**src/rtl/sdram_bridge_pkg.sv**
```systemverilog
// rtl/sdram_bridge_pkg.sv - shared types and constants for the sample-to-SDRAM bridge
package sdram_bridge_pkg;

    localparam int ADDR_W_DEFAULT = 25;

    typedef enum logic [2:0] {
        IDLE    = 3'd0,
        WR_REQ  = 3'd1,
        RD_REQ  = 3'd2,
        RD_WAIT = 3'd3,
        DONE    = 3'd4
    } state_t;

    // Active-low byte enables selecting one 16-bit half of the 32-bit SDRAM word
    localparam logic [3:0] BE_LO   = 4'b1100;
    localparam logic [3:0] BE_HI   = 4'b0011;
    localparam logic [3:0] BE_NONE = 4'b1111;

endpackage

```
**src/rtl/sdram_sample_bridge.sv**
```systemverilog
// rtl/sdram_sample_bridge.sv - single-sample read/write bridge onto a 32-bit Avalon-MM SDRAM slave
module sdram_sample_bridge
    import sdram_bridge_pkg::*;
#(
    parameter int ADDR_W     = ADDR_W_DEFAULT,
    parameter int RD_TIMEOUT = 255
) (
    input  logic              i_clk,
    input  logic              i_rst_n,
    input  logic              i_mem_read,
    input  logic              i_mem_write,
    input  logic [31:0]       i_mem_addr,
    input  logic [15:0]       i_mem_wdata,
    output logic [15:0]       o_mem_rdata,
    output logic              o_mem_done,
    output logic              o_mem_err,
    output logic              o_busy,
    output logic [ADDR_W-1:0] o_sdram_address,
    output logic [3:0]        o_sdram_byteenable_n,
    output logic              o_sdram_chipselect,
    output logic [31:0]       o_sdram_writedata,
    output logic              o_sdram_read_n,
    output logic              o_sdram_write_n,
    input  logic [31:0]       i_sdram_readdata,
    input  logic              i_sdram_readdatavalid,
    input  logic              i_sdram_waitrequest
);

    localparam int CNT_W = $clog2(RD_TIMEOUT + 1);

    state_t            r_state;
    logic              r_half;
    logic [CNT_W-1:0]  r_cnt;
    logic [15:0]       r_rdata;
    logic              r_done;
    logic              r_err;
    logic              r_busy;
    logic [ADDR_W-1:0] r_addr;
    logic [3:0]        r_be_n;
    logic [31:0]       r_wdata;
    logic              r_cs;
    logic              r_rd_n;
    logic              r_wr_n;

    logic [ADDR_W-1:0] w_word;
    logic [3:0]        w_be_n;
    logic              w_unused_addr;

    // Sample address bit 0 picks the half-word; bits above the word field wrap away
    assign w_word        = i_mem_addr[ADDR_W:1];
    assign w_be_n        = i_mem_addr[0] ? BE_HI : BE_LO;
    assign w_unused_addr = ^i_mem_addr[31:ADDR_W+1];

    always_ff @(posedge i_clk or negedge i_rst_n) begin
        if (!i_rst_n) begin
            r_state <= IDLE;
            r_half  <= 1'b0;
            r_cnt   <= '0;
            r_rdata <= 16'h0000;
            r_done  <= 1'b0;
            r_err   <= 1'b0;
            r_busy  <= 1'b0;
            r_addr  <= '0;
            r_be_n  <= BE_NONE;
            r_wdata <= 32'h0;
            r_cs    <= 1'b0;
            r_rd_n  <= 1'b1;
            r_wr_n  <= 1'b1;
        end else begin
            r_done <= 1'b0;
            case (r_state)
                IDLE: begin
                    if (i_mem_write) begin
                        r_state <= WR_REQ;
                        r_half  <= i_mem_addr[0];
                        r_addr  <= w_word;
                        r_be_n  <= w_be_n;
                        r_wdata <= {i_mem_wdata, i_mem_wdata};
                        r_cs    <= 1'b1;
                        r_wr_n  <= 1'b0;
                        r_busy  <= 1'b1;
                    end else if (i_mem_read) begin
                        r_state <= RD_REQ;
                        r_half  <= i_mem_addr[0];
                        r_addr  <= w_word;
                        r_be_n  <= w_be_n;
                        r_cs    <= 1'b1;
                        r_rd_n  <= 1'b0;
                        r_busy  <= 1'b1;
                    end
                end
                WR_REQ: begin
                    if (!i_sdram_waitrequest) begin
                        r_state <= DONE;
                        r_cs    <= 1'b0;
                        r_wr_n  <= 1'b1;
                        r_be_n  <= BE_NONE;
                        r_err   <= 1'b0;
                        r_done  <= 1'b1;
                    end
                end
                RD_REQ: begin
                    if (!i_sdram_waitrequest) begin
                        r_state <= RD_WAIT;
                        r_cs    <= 1'b0;
                        r_rd_n  <= 1'b1;
                        r_be_n  <= BE_NONE;
                        r_cnt   <= '0;
                    end
                end
                RD_WAIT: begin
                    if (i_sdram_readdatavalid) begin
                        r_state <= DONE;
                        r_rdata <= r_half ? i_sdram_readdata[31:16] : i_sdram_readdata[15:0];
                        r_err   <= 1'b0;
                        r_done  <= 1'b1;
                    end else if (r_cnt == CNT_W'(RD_TIMEOUT - 1)) begin
                        r_state <= DONE;
                        r_rdata <= 16'h0000;
                        r_err   <= 1'b1;
                        r_done  <= 1'b1;
                    end else begin
                        r_cnt <= r_cnt + CNT_W'(1);
                    end
                end
                DONE: begin
                    r_state <= IDLE;
                    r_busy  <= 1'b0;
                end
                default: begin
                    r_state <= IDLE;
                    r_cs    <= 1'b0;
                    r_rd_n  <= 1'b1;
                    r_wr_n  <= 1'b1;
                    r_be_n  <= BE_NONE;
                    r_busy  <= 1'b0;
                end
            endcase
        end
    end

    assign o_mem_rdata          = r_rdata;
    assign o_mem_done           = r_done;
    assign o_mem_err            = r_err;
    assign o_busy               = r_busy;
    assign o_sdram_address      = r_addr;
    assign o_sdram_byteenable_n = r_be_n;
    assign o_sdram_chipselect   = r_cs;
    assign o_sdram_writedata    = r_wdata;
    assign o_sdram_read_n       = r_rd_n;
    assign o_sdram_write_n      = r_wr_n;

endmodule

```
**config.mk**
```make
export PLATFORM = sky130hd
export DESIGN_NAME = sdram_sample_bridge
export DESIGN_NICKNAME = d
export VERILOG_FILES = /design/src/rtl/sdram_bridge_pkg.sv /design/src/rtl/sdram_sample_bridge.sv
export SDC_FILE = /design/constraint.sdc
export NUM_CORES = 1
export LEC_CHECK = 0
export CAP_MARGIN = 5
export CORE_MARGIN = 4
export CORE_UTILIZATION = 44
export DETAILED_ROUTE_END_ITERATION = 10
export PLACE_DENSITY_LB_ADDON = 0.3
export SYNTH_ARGS = -nofsm -noshare
export SYNTH_HDL_FRONTEND = slang
export SYNTH_SLANG_ARGS = --single-unit
```
**constraint.sdc**
```tcl
create_clock -name i_clk -period 4 [get_ports i_clk]
set_input_delay 1.2 -clock i_clk [delete_from_list [all_inputs] [get_ports i_clk]]
set_output_delay 1.2 -clock i_clk [all_outputs]
set_load 0.1 [all_outputs]
```
After elaboration in Yosys (flattened, before gate mapping)

Index checks and enable logic that the tools add are counted.

Bits of input ports: 86
Output and inout bits: 83
Register bits after elaboration: 95
Word-level logic and storage cells: 94

Add/sub/neg operators: 1
Reduce and logical (&&, ||, !) cells: 20
Muxes and demuxes: 41
Equality and inequality tests: 15
Bitwise operators: 4

Operators with widths:

| operator                                            | count |
|---|---|
| 2-to-1 mux 25 bit                                   | 2 |
| 2-to-1 mux 16 bit                                   | 3 |
| 2-to-1 mux 8 bit                                    | 3 |
| 2-to-1 mux 3 bit                                    | 6 |
| 2-to-1 mux 4 bit                                    | 4 |
| inequality test 2 bit, second input constant        | 8 |
| case mux 8 bit (2 select lines)                     | 1 |
| 2-to-1 mux 1 bit                                    | 14 |
| case mux 3 bit (4 select lines)                     | 1 |
| case mux 4 bit (3 select lines)                     | 1 |
| AND reduction 4 bit                                 | 3 |
| case mux 1 bit (3 select lines)                     | 3 |
| AND reduction 3 bit                                 | 3 |
| OR reduction 3 bit                                  | 3 |
| adder 8 x 1 -> 8 bit, second input constant         | 1 |
| equality test 8 bit, second input constant          | 1 |
| AND reduction 2 bit                                 | 4 |
| nonzero test 2 bit                                  | 4 |
| equality test 3 x 2 -> 1 bit, second input constant | 2 |
| inequality test 3 bit, second input constant        | 2 |
| case mux 1 bit (2 select lines)                     | 3 |
| inverter 1 bit                                      | 4 |
| OR reduction 2 bit                                  | 2 |
| equality test 3 x 1 -> 1 bit, second input constant | 1 |
| other kinds (2)                                     | 2 |

Longest topological paths before layout

Gate-level depths: netlist of run 1.

Depth after elaboration: 4
Depth in mapped cells: 7
Depth with buffers taken out: 6

Worst setup path after synthesis of run 1

Ideal clock, no wire load.

Kind: flip-flop to output port
Start: register r_wdata[22], in the netlist o_sdram_writedata[22]
End: output port o_sdram_writedata[22]
Setup slack: 1.460 ns
Path buffers: 1
Arrival: 1.340 ns
Data required time: 2.800 ns
Cell stages (with the launch flop): 2
Path through: dfrtp_1 -> buf_4

RTL lines:

| item                     | RTL line                  | text |
|---|---|---|
| start: declaration       | sdram_sample_bridge.sv:40 | `logic [31:0] r_wdata;` |
| start signal: assignment | sdram_sample_bridge.sv:78 | `r_wdata <= {i_mem_wdata, i_mem_wdata};` |
| end: declaration         | sdram_sample_bridge.sv:21 | `output logic [31:0] o_sdram_writedata,` |

No word-level cell between the ends.

Worst setup path in the final report of run 1

Start: register r_addr[7], in the netlist o_sdram_address[7]
End: output port o_sdram_address[7]

RTL lines:

| item                     | RTL line                  | text |
|---|---|---|
| start: declaration       | sdram_sample_bridge.sv:38 | `logic [ADDR_W-1:0] r_addr;` |
| start signal: assignment | sdram_sample_bridge.sv:76 | `r_addr <= w_word;` |
| start signal: assignment | sdram_sample_bridge.sv:85 | `r_addr <= w_word;` |
| end: declaration         | sdram_sample_bridge.sv:18 | `output logic [ADDR_W-1:0] o_sdram_address,` |

No word-level cell between the ends.

==> results of run 1 <==
-- layer usage --
layer | vias to the layer above | routed length, um
met2 | 96 | 4300
met5 | - | 0
met3 | 6 | 803
met4 | 0 | 79
li1 | 1349 | -
met1 | 1351 | 3380
-- area by class of cell --
cell class                 count  area [sq um]
clock buffer                   9           124
multi-input combinational    204          1310
sequential                    77          1930
inverter                       6          22.5
fill                         613          2540
clock inverter                 7          90.1
timing repair buffer         165          1620
tap                          102           128
-- worst min path at each step --
stage	start	to	slack [ps]	depth (start not counted)
6_report	o_sdram_address[19]$_DFFE_PN0P_	o_sdram_address[19]$_DFFE_PN0P_	470	2
5_1_grt	o_sdram_address[19]$_DFFE_PN0P_	o_sdram_address[19]$_DFFE_PN0P_	510	2
4_1_cts	o_sdram_address[19]$_DFFE_PN0P_	o_sdram_address[19]$_DFFE_PN0P_	480	2
3_5_place_dp	o_sdram_address[20]$_DFFE_PN0P_	o_sdram_address[20]$_DFFE_PN0P_	460	2
3_3_place_gp	o_sdram_address[4]$_DFFE_PN0P_	o_sdram_address[4]$_DFFE_PN0P_	460	2
2_1_floorplan	r_cnt[7]$_DFFE_PN0P_	r_cnt[7]$_DFFE_PN0P_	480	1
-- per-stage QoR --
step	util, %	setup WS, ps
4_1_cts	67.3	899
3_3_place_gp	64.5	1140
2_1_floorplan	-	1460
5_1_grt	67.3	842
6_report	67.3	923
3_5_place_dp	64.5	1150
-- state kept, by name, summed over array words and instances (netlist names) --
signal                flops
o_sdram_address          25
o_mem_rdata              16
o_sdram_writedata        16
r_cnt                     8
r_state                   3
o_sdram_byteenable_n      2
o_busy                    1
o_mem_done                1
o_mem_err                 1
o_sdram_chipselect        1
o_sdram_read_n            1
o_sdram_write_n           1
r_half                    1
-- synth_stat cells (6+ instances only) --
cell type | count | area (sq um)
nand2_1 | 91 | 342
dfrtp_1 | 73 | 1830
buf_4 | 19 | 143
mux2i_1 | 16 | 160
o2bb2ai_1 | 16 | 140
buf_2 | 9 | 45.0
mux2_4 | 9 | 135
o21ai_0 | 9 | 45.0
mux2_2 | 7 | 78.8
nor2_1 | 7 | 26.3
a21oi_1 | 6 | 30.0
inv_1 | 6 | 22.5
nand3_1 | 6 | 30.0
-- cell families after synthesis --
kind of cell               after synthesis
AOI/OAI and AO/OA                       47
DFF                                     77
and+or+nand+nor                        122
xor gates and xnor gates                 1
adders and majority gates                2
muxes                                   32
buffers and inverters                   41
==> out/results.tsv, run 1 <==
stage	metric	value	unit
routing	number of iterations in the first detailed-routing pass	4	
layout	post-route cell area	5230	sq um
placement	DP HPWL	6220	um
layout	final instance count without filler cells	570	
sta	Max Clk Rate	0.325	GHz
yosys	complex-gate fraction of the synthesized area	10.1	%
sta	Final Hold Viols	0	
routing	Via density	4.92	
sta	total negative setup slack	0	ps
yosys	largest family of logic cells by synthesized area	simple AND/OR/NAND/NOR gates	
sta	minimum clock period	3080	ps
routing	DR DRC count	0	
floorplan	I/O Pins	169	
grt	GRT overflow	0	
setup_path	Critical Path RT	2800	ps
clock_tree	H-Tree Depth	3	
clock_tree	CTS tree	done	
yosys	fraction of registers with async set or reset after synthesis	100	%
floorplan	Die ar.	9500	sq um
setup_path	largest stage delay on the critical path	1180	ps
yosys	sequential area share after synthesis	54.9	%
grt	busiest grt layer	met2	
setup_path	WP data arrival	1880	ps
yosys	Mapped Nets	410	
clock_tree	root buffer cell	clkbuf_8	
sta	Slew HR	31.1	%
setup_path	CP top delay family	buffers and inverters	
yosys	mux share of post-synthesis cell area	10.6	%
layout	share of layout cells above drive strength 1	12.0	%
setup_path	reg2reg end	r_cnt[2]$_DFFE_PN0P_	
status	outcome	completed	
sta	clk_skew	8.99	ps
routing	Routed WL	8560	um
routing	vias	2802	
grt	Global Route met3 Usage	8.11	%
routing	Routed Antenna Nets	0	
sta	final max-slew violation count	0	
grt	first-pass GRT wire length	14400	um
placement	GP Congestion	0.769	
setup_path	Critical Path Source Type	flop	
clock_tree	CTS resizes	0	
setup_path	CP Capture Type	primary output	
placement	DP Area	5010	sq um
min_path	Hold Crit Class	flop to flop	
clock_tree	worst skew pair latency	340	ps
clock_tree	CTS Buffer Depth	2	
clock_tree	# Post-CTS Setup Buffers	0	
sta	RSZ-0062 raised after global routing	false	
grt	GRT Overall Usage	18.3	%
layout	commonest cells after routing, fill and taps aside	clkdlybuf4s50_1, nand2_1, dfrtp_1	
placement	Inst Count DP	554	
setup_path	CP max-delay cell	clkdlybuf4s50_1	
yosys	Cells after Synth	322	
setup_path	CP Depth	1	
layout	area grow syn2layout	48.4	%
layout	ANT cells	0	
setup_path	Buf+Inv Stages, Crit Path	1	
flow_run	Max Cap Viol	0	
yosys	post-synthesis adder-cell area fraction	0.711	%
setup_path	Max FO, Critical Path	2	
layout	nets@finish	551	
floorplan	chip height	97.5	um
yosys	XOR/XNOR Fraction of Synth Area	0.249	%
placement	PortBufs	162	
clock_tree	TritonCTS buffer count	9	
layout	most common cell after layout, fill and taps aside	clkdlybuf4s50_1	
sta	hold slack	475	ps
clock_tree	# hold bufs at CTS	0	
yosys	Yosys cell types	44	
setup_path	worst r2r path cells	4	
yosys	number of synthesized flops with an enable pin	0	
setup_path	WS Path Type	flop to primary output	
floorplan	FP Rows	32	
yosys	ys flop type	dfrtp_1	
floorplan	Core ar.	7770	sq um
yosys	cell area after synthesis	3520	sq um
routing	DR iter-0 viols	120	
floorplan	Horiz. Die Dim	97.5	um
grt	met1 Usage GRT	21.5	%
grt	Global Route met2 Usage	30.3	%
sta	Slew @ Worst Pin	1030	ps
yosys	#FFs+latches synth	77	
grt	pin count of the biggest net entering global routing	78	
setup_path	Critical Path, Cell by Cell	clkdlybuf4s50_1	
grt	initial antenna violation count	0	
routing	wire per inst	15.0	um
floorplan	initial core utilization	45.3	%
clock_tree	Reg clk slew, reported paths	80	ps
clock_tree	Sink Count	77	
yosys	syn avg cell area	10.9	sq um
grt	number of global-route vias before repair	2998	
setup_path	setup slack, reg-to-reg	2040	ps
sta	final setup vio count	0	
sta	fin crit share	76.9	%
yosys	YS warnings	0	
setup_path	crit path launch	o_sdram_address[7]$_DFFE_PN0P_	
yosys	Synth Area in Simple Gates	15.5	%
setup_path	reg2reg start	r_state[0]$_DFFE_PN0P_	
setup_path	crit path to	o_sdram_address[7]	
Power of run 1 is not shown: default switching activity piles up to over one toggle a cycle in this logic, so the estimate is an artifact.
==> run 2, diff against run 1 <==
--- a/config.mk
+++ b/config.mk
@@ -7,7 +7,7 @@
 export LEC_CHECK = 0
 export CAP_MARGIN = 5
 export CORE_MARGIN = 4
-export CORE_UTILIZATION = 44
+export CORE_UTILIZATION = 37
 export DETAILED_ROUTE_END_ITERATION = 10
 export PLACE_DENSITY_LB_ADDON = 0.3
 export SYNTH_ARGS = -nofsm -noshare
==> constraint.sdc (replaced) <==
create_clock -name i_clk -period 2.8 [get_ports i_clk]
set_input_delay 0.84 -clock i_clk [delete_from_list [all_inputs] [get_ports i_clk]]
set_output_delay 0.84 -clock i_clk [all_outputs]
set_load 0.1 [all_outputs]
==> out/results.tsv, run 2 (synthesis results as in run 1) <==
stage	metric	value	unit	change
min_path	Hold Crit Class	primary input to asynchronous set/reset pin		
layout	nets@finish	553		+0.36%
grt	first-pass GRT wire length	13700	um	-5.2%
routing	wire per inst	14.2	um	-5.2%
clock_tree	TritonCTS buffer count	9		unchanged
clock_tree	CTS Buffer Depth	2		unchanged
clock_tree	Sink Count	77		unchanged
sta	RSZ-0062 raised after global routing	false		
setup_path	Critical Path Source Type	primary input		
floorplan	Horiz. Die Dim	106	um	+8.3%
setup_path	Critical Path, Cell by Cell	clkdlybuf4s50_1, or2_2, and2_1, nand2_1, o21a_1		
floorplan	I/O Pins	169		unchanged
clock_tree	# Post-CTS Setup Buffers	0		unchanged
sta	Slew HR	40.0	%	+8.9 points
clock_tree	CTS tree	done		
clock_tree	CTS resizes	0		unchanged
clock_tree	root buffer cell	clkbuf_8		
placement	DP HPWL	6360	um	+2.1%
routing	Routed WL	8530	um	-0.36%
layout	final instance count without filler cells	599		+5.1%
grt	initial antenna violation count	0		unchanged
sta	hold slack	466	ps	-8.77 ps
status	outcome	completed		
routing	Via density	4.59		-6.7%
clock_tree	# hold bufs at CTS	0		unchanged
setup_path	reg2reg start	r_state[0]$_DFFE_PN0P_		
sta	Final Hold Viols	0		unchanged
sta	Max Clk Rate	0.450	GHz	
grt	pin count of the biggest net entering global routing	41		-47%
placement	PortBufs	162		unchanged
routing	vias	2748		-1.9%
sta	clk_skew	13.0	ps	+3.96 ps
layout	most common cell after layout, fill and taps aside	nand2_1		
placement	DP Area	4900	sq um	-2.3%
setup_path	CP Depth	5		+4
sta	Slew @ Worst Pin	899	ps	-131 ps
sta	total negative setup slack	0	ps	unchanged
grt	number of global-route vias before repair	2791		-6.9%
clock_tree	H-Tree Depth	3		unchanged
setup_path	WP data arrival	2500	ps	+620 ps
routing	DR iter-0 viols	147		+23%
routing	DR DRC count	0		unchanged
setup_path	largest stage delay on the critical path	710	ps	-470 ps
sta	fin crit share	79.4	%	
floorplan	chip height	106	um	+8.3%
placement	GP Congestion	0.766		-0.43%
setup_path	CP Capture Type	flop		
sta	final max-slew violation count	0		unchanged
clock_tree	Reg clk slew, reported paths	90	ps	about the same
flow_run	Max Cap Viol	0		unchanged
sta	minimum clock period	2220	ps	
floorplan	FP Rows	35		+9.4%
placement	Inst Count DP	583		+5.2%
layout	area grow syn2layout	45.3	%	
setup_path	Critical Path RT	3070	ps	+270 ps
layout	commonest cells after routing, fill and taps aside	nand2_1, buf_4, clkdlybuf4s50_1		
routing	number of iterations in the first detailed-routing pass	4		unchanged
floorplan	initial core utilization	38.1	%	-7.2 points
grt	GRT overflow	0		unchanged
layout	post-route cell area	5120	sq um	-2.1%
setup_path	Buf+Inv Stages, Crit Path	1		unchanged
layout	Largest register FFs	25		unchanged
layout	share of layout cells above drive strength 1	28.3	%	+16 points
setup_path	worst r2r path cells	4		unchanged
floorplan	Die ar.	11100	sq um	+17%
setup_path	CP max-delay cell	and2_1		
setup_path	WS Path Type	primary input to flop		
layout	ANT cells	0		unchanged
setup_path	crit path launch	i_mem_read		
setup_path	Max FO, Critical Path	26		+24
floorplan	Core ar.	9240	sq um	+19%
routing	Routed Antenna Nets	0		unchanged
grt	GRT Overall Usage	15.1	%	-3.2 points
setup_path	CP top delay family	simple AND/OR/NAND/NOR gates		
sta	final setup vio count	0		unchanged
clock_tree	worst skew pair latency	340	ps	about the same
## run 2: through the flow
stage / utilization (%) / setup slack, ps
floorplan: - / 620
global placement: 53.0 / 195
detailed placement: 53.0 / 193
CTS: 55.4 / 564
global route: 55.4 / 401
finish: 55.4 / 576
## run 2: worst reg2reg max path, stage by stage (launching register included)
cell,delay (ps)
dfrtp_1,630
and3b_1,450
o211ai_4,230
and2_4,220
a221o_1,340
## run 2: routing by layer
layer / vias up / routed length (um) / GRT usage [%]
met5: - / 0 / 0
met4: 0 / 79 / 4.72
met3: 6 / 829 / 5.76
met2: 94 / 4140 / 24.7
met1: 1293 / 3480 / 18.5
li1: 1355 / - / -
## run 2: path summary, 6_finish.rpt
path / to / slack (ps)
max: o_sdram_byteenable_n[2]$_DFFE_PN1P_ / 580
min: o_sdram_writedata[15]$_DFFE_PN0P_ / 470
max reg2reg: r_cnt[2]$_DFFE_PN0P_ / 820
min reg2reg: o_sdram_address[5]$_DFFE_PN0P_ / 480
max in group asynchronous: o_sdram_byteenable_n[1]$_DFFE_PN1P_ / 1670
min in group i_clk: o_sdram_address[5]$_DFFE_PN0P_ / 480
## run 2: final cells by class
type	count	area, sq um
clock buffers	10	128
repair buffers	167	1470
flip-flops and latches	77	1930
clock inverters	6	93.8
well taps	129	161
fillers	826	4120
inverters	6	22.5
multi-input cells	204	1310
Power of run 2 is left out for the same reason.
==> run 3, diff against run 2 <==
==> constraint.sdc (replaced) <==
create_clock -name i_clk -period 2 [get_ports i_clk]
set_input_delay 0.6 -clock i_clk [delete_from_list [all_inputs] [get_ports i_clk]]
set_output_delay 0.6 -clock i_clk [all_outputs]
set_load 0.1 [all_outputs]
==> out/results.tsv, run 3 (synthesis results as in run 1) <==
stage	metric	value	unit	change
routing	Routed WL	9700	um	+14%
grt	GRT overflow	0		unchanged
sta	fin crit share	87.5	%	
layout	share of layout cells above drive strength 1	30.8	%	+2.5 points
sta	Final Hold Viols	0		unchanged
sta	clk_skew	12.6	ps	-0.363 ps
grt	pin count of the biggest net entering global routing	41		unchanged
clock_tree	root buffer cell	clkbuf_8		
setup_path	largest stage delay on the critical path	610	ps	-100 ps
sta	RSZ-0062 raised after global routing	false		
grt	first-pass GRT wire length	15900	um	+16%
layout	Core Util, Final	68.0	%	+13 points
flow_run	Max Cap Viol	0		unchanged
floorplan	I/O Pins	169		unchanged
setup_path	Buf+Inv Stages, Crit Path	1		unchanged
layout	ANT cells	0		unchanged
grt	initial antenna violation count	0		unchanged
routing	wire per inst	15.7	um	+11%
min_path	Hold Crit Class	primary input to asynchronous set/reset pin		
layout	Largest register FFs	25		unchanged
clock_tree	CTS Buffer Depth	2		unchanged
layout	nets@finish	570		+3.1%
sta	Slew @ Worst Pin	381	ps	-518 ps
routing	DR iter-0 viols	87		-41%
clock_tree	Reg clk slew, reported paths	90	ps	about the same
sta	minimum clock period	1750	ps	
routing	vias	2903		+5.6%
setup_path	Critical Path, Cell by Cell	buf_12		
floorplan	Horiz. Die Dim	106	um	unchanged
setup_path	Critical Path RT	1400	ps	-1670 ps
setup_path	CP top delay family	flip-flops		
setup_path	Max FO, Critical Path	3		-88%
routing	number of iterations in the first detailed-routing pass	4		unchanged
setup_path	CP Capture Type	primary output		
status	outcome	completed		
placement	Inst Count DP	600		+2.9%
floorplan	chip height	106	um	unchanged
floorplan	FP Rows	35		unchanged
sta	final max-slew violation count	0		unchanged
placement	GP Congestion	0.769		+0.40%
setup_path	WS Path Type	flop to primary output		
routing	DR DRC count	0		unchanged
setup_path	Critical Path Source Type	flop		
placement	DP HPWL	7550	um	+19%
grt	number of global-route vias before repair	3175		+14%
clock_tree	H-Tree Depth	3		unchanged
layout	area grow syn2layout	78.4	%	
layout	final instance count without filler cells	616		+2.8%
sta	Max Clk Rate	0.571	GHz	
setup_path	WP data arrival	1150	ps	-1350 ps
sta	final setup vio count	0		unchanged
clock_tree	CTS tree	done		
floorplan	initial core utilization	38.1	%	unchanged
clock_tree	# hold bufs at CTS	0		unchanged
layout	most common cell after layout, fill and taps aside	nand2_1		
clock_tree	# Post-CTS Setup Buffers	0		unchanged
clock_tree	worst skew pair latency	340	ps	about the same
floorplan	Core ar.	9240	sq um	unchanged
floorplan	Die ar.	11100	sq um	unchanged
routing	Via density	4.71		+2.7%
sta	Slew HR	74.2	%	+34 points
setup_path	CP max-delay cell	dfstp_2		
placement	PortBufs	162		unchanged
clock_tree	CTS resizes	0		unchanged
routing	Routed Antenna Nets	0		unchanged
grt	GRT Overall Usage	18.0	%	+2.9 points
clock_tree	Sink Count	77		unchanged
layout	commonest cells after routing, fill and taps aside	nand2_1, buf_12, clkdlybuf4s50_1		
clock_tree	TritonCTS buffer count	9		unchanged
run 3: changes by cell type in the layout (fill, tap and decap cells not counted):
cell | previous run | this run
clkinv_4 | 1 | 0
buf_4 | 87 | 20
inv_6 | 2 | 3
bufinv_16 | 2 | 1
clkbuf_8 | 9 | 10
buf_12 | 2 | 86
run 3: final timing paths:
| check | from | end | slack (ps) | cells after the start |
|---|---|---|---|---|
| max in group asynchronous | i_rst_n | o_sdram_write_n$_DFFE_PN1P_ | 1280 | 2 |
| min | i_rst_n | o_sdram_writedata[15]$_DFFE_PN0P_ | 90 | 1 |
| max reg2reg | r_cnt[0]$_DFFE_PN0P_ | r_cnt[3]$_DFFE_PN0P_ | 260 | 7 |
| min in group i_clk | r_half$_DFFE_PN0P_ | r_half$_DFFE_PN0P_ | 480 | 2 |
| min reg2reg | r_half$_DFFE_PN0P_ | r_half$_DFFE_PN0P_ | 480 | 2 |
| max | o_sdram_byteenable_n[1]$_DFFE_PN1P_ | o_sdram_byteenable_n[0] | 250 | 1 |
run 3: area by class of cell:
class	count	area [sq um]
inverters	6	22.5
fillers	665	2960
clock buffers	11	141
flip-flops and latches	77	1930
clock inverters	5	63.8
multi-input cells	204	1310
repair buffers	184	2650
well taps	129	161
run 3: stage by stage:
step | setup slack [ps] | setup TNS [ps] | hold slack [ps] | instance area, sq um
2_1_floorplan | 60.2 | 0 | 304 | 3520
3_3_place_gp | 8.68 | 0 | 464 | 6070
3_5_place_dp | -7.06 | -7.20 | 465 | 6070
4_1_cts | 231 | 0 | 80.6 | 6280
5_1_grt | 158 | 0 | 86.4 | 6280
6_report | 250 | 0 | 92.3 | 6280
run 3: layer usage:
layer  GRT usage [%]  up-vias  share of wire, %
met3            8.02        9                11
met2            30.7      112                51
met1            20.1     1397                37
met5               0        -                 0
met4            5.74        0               1.2
li1                -     1385                 -
Power of run 3 is left out for the same reason.
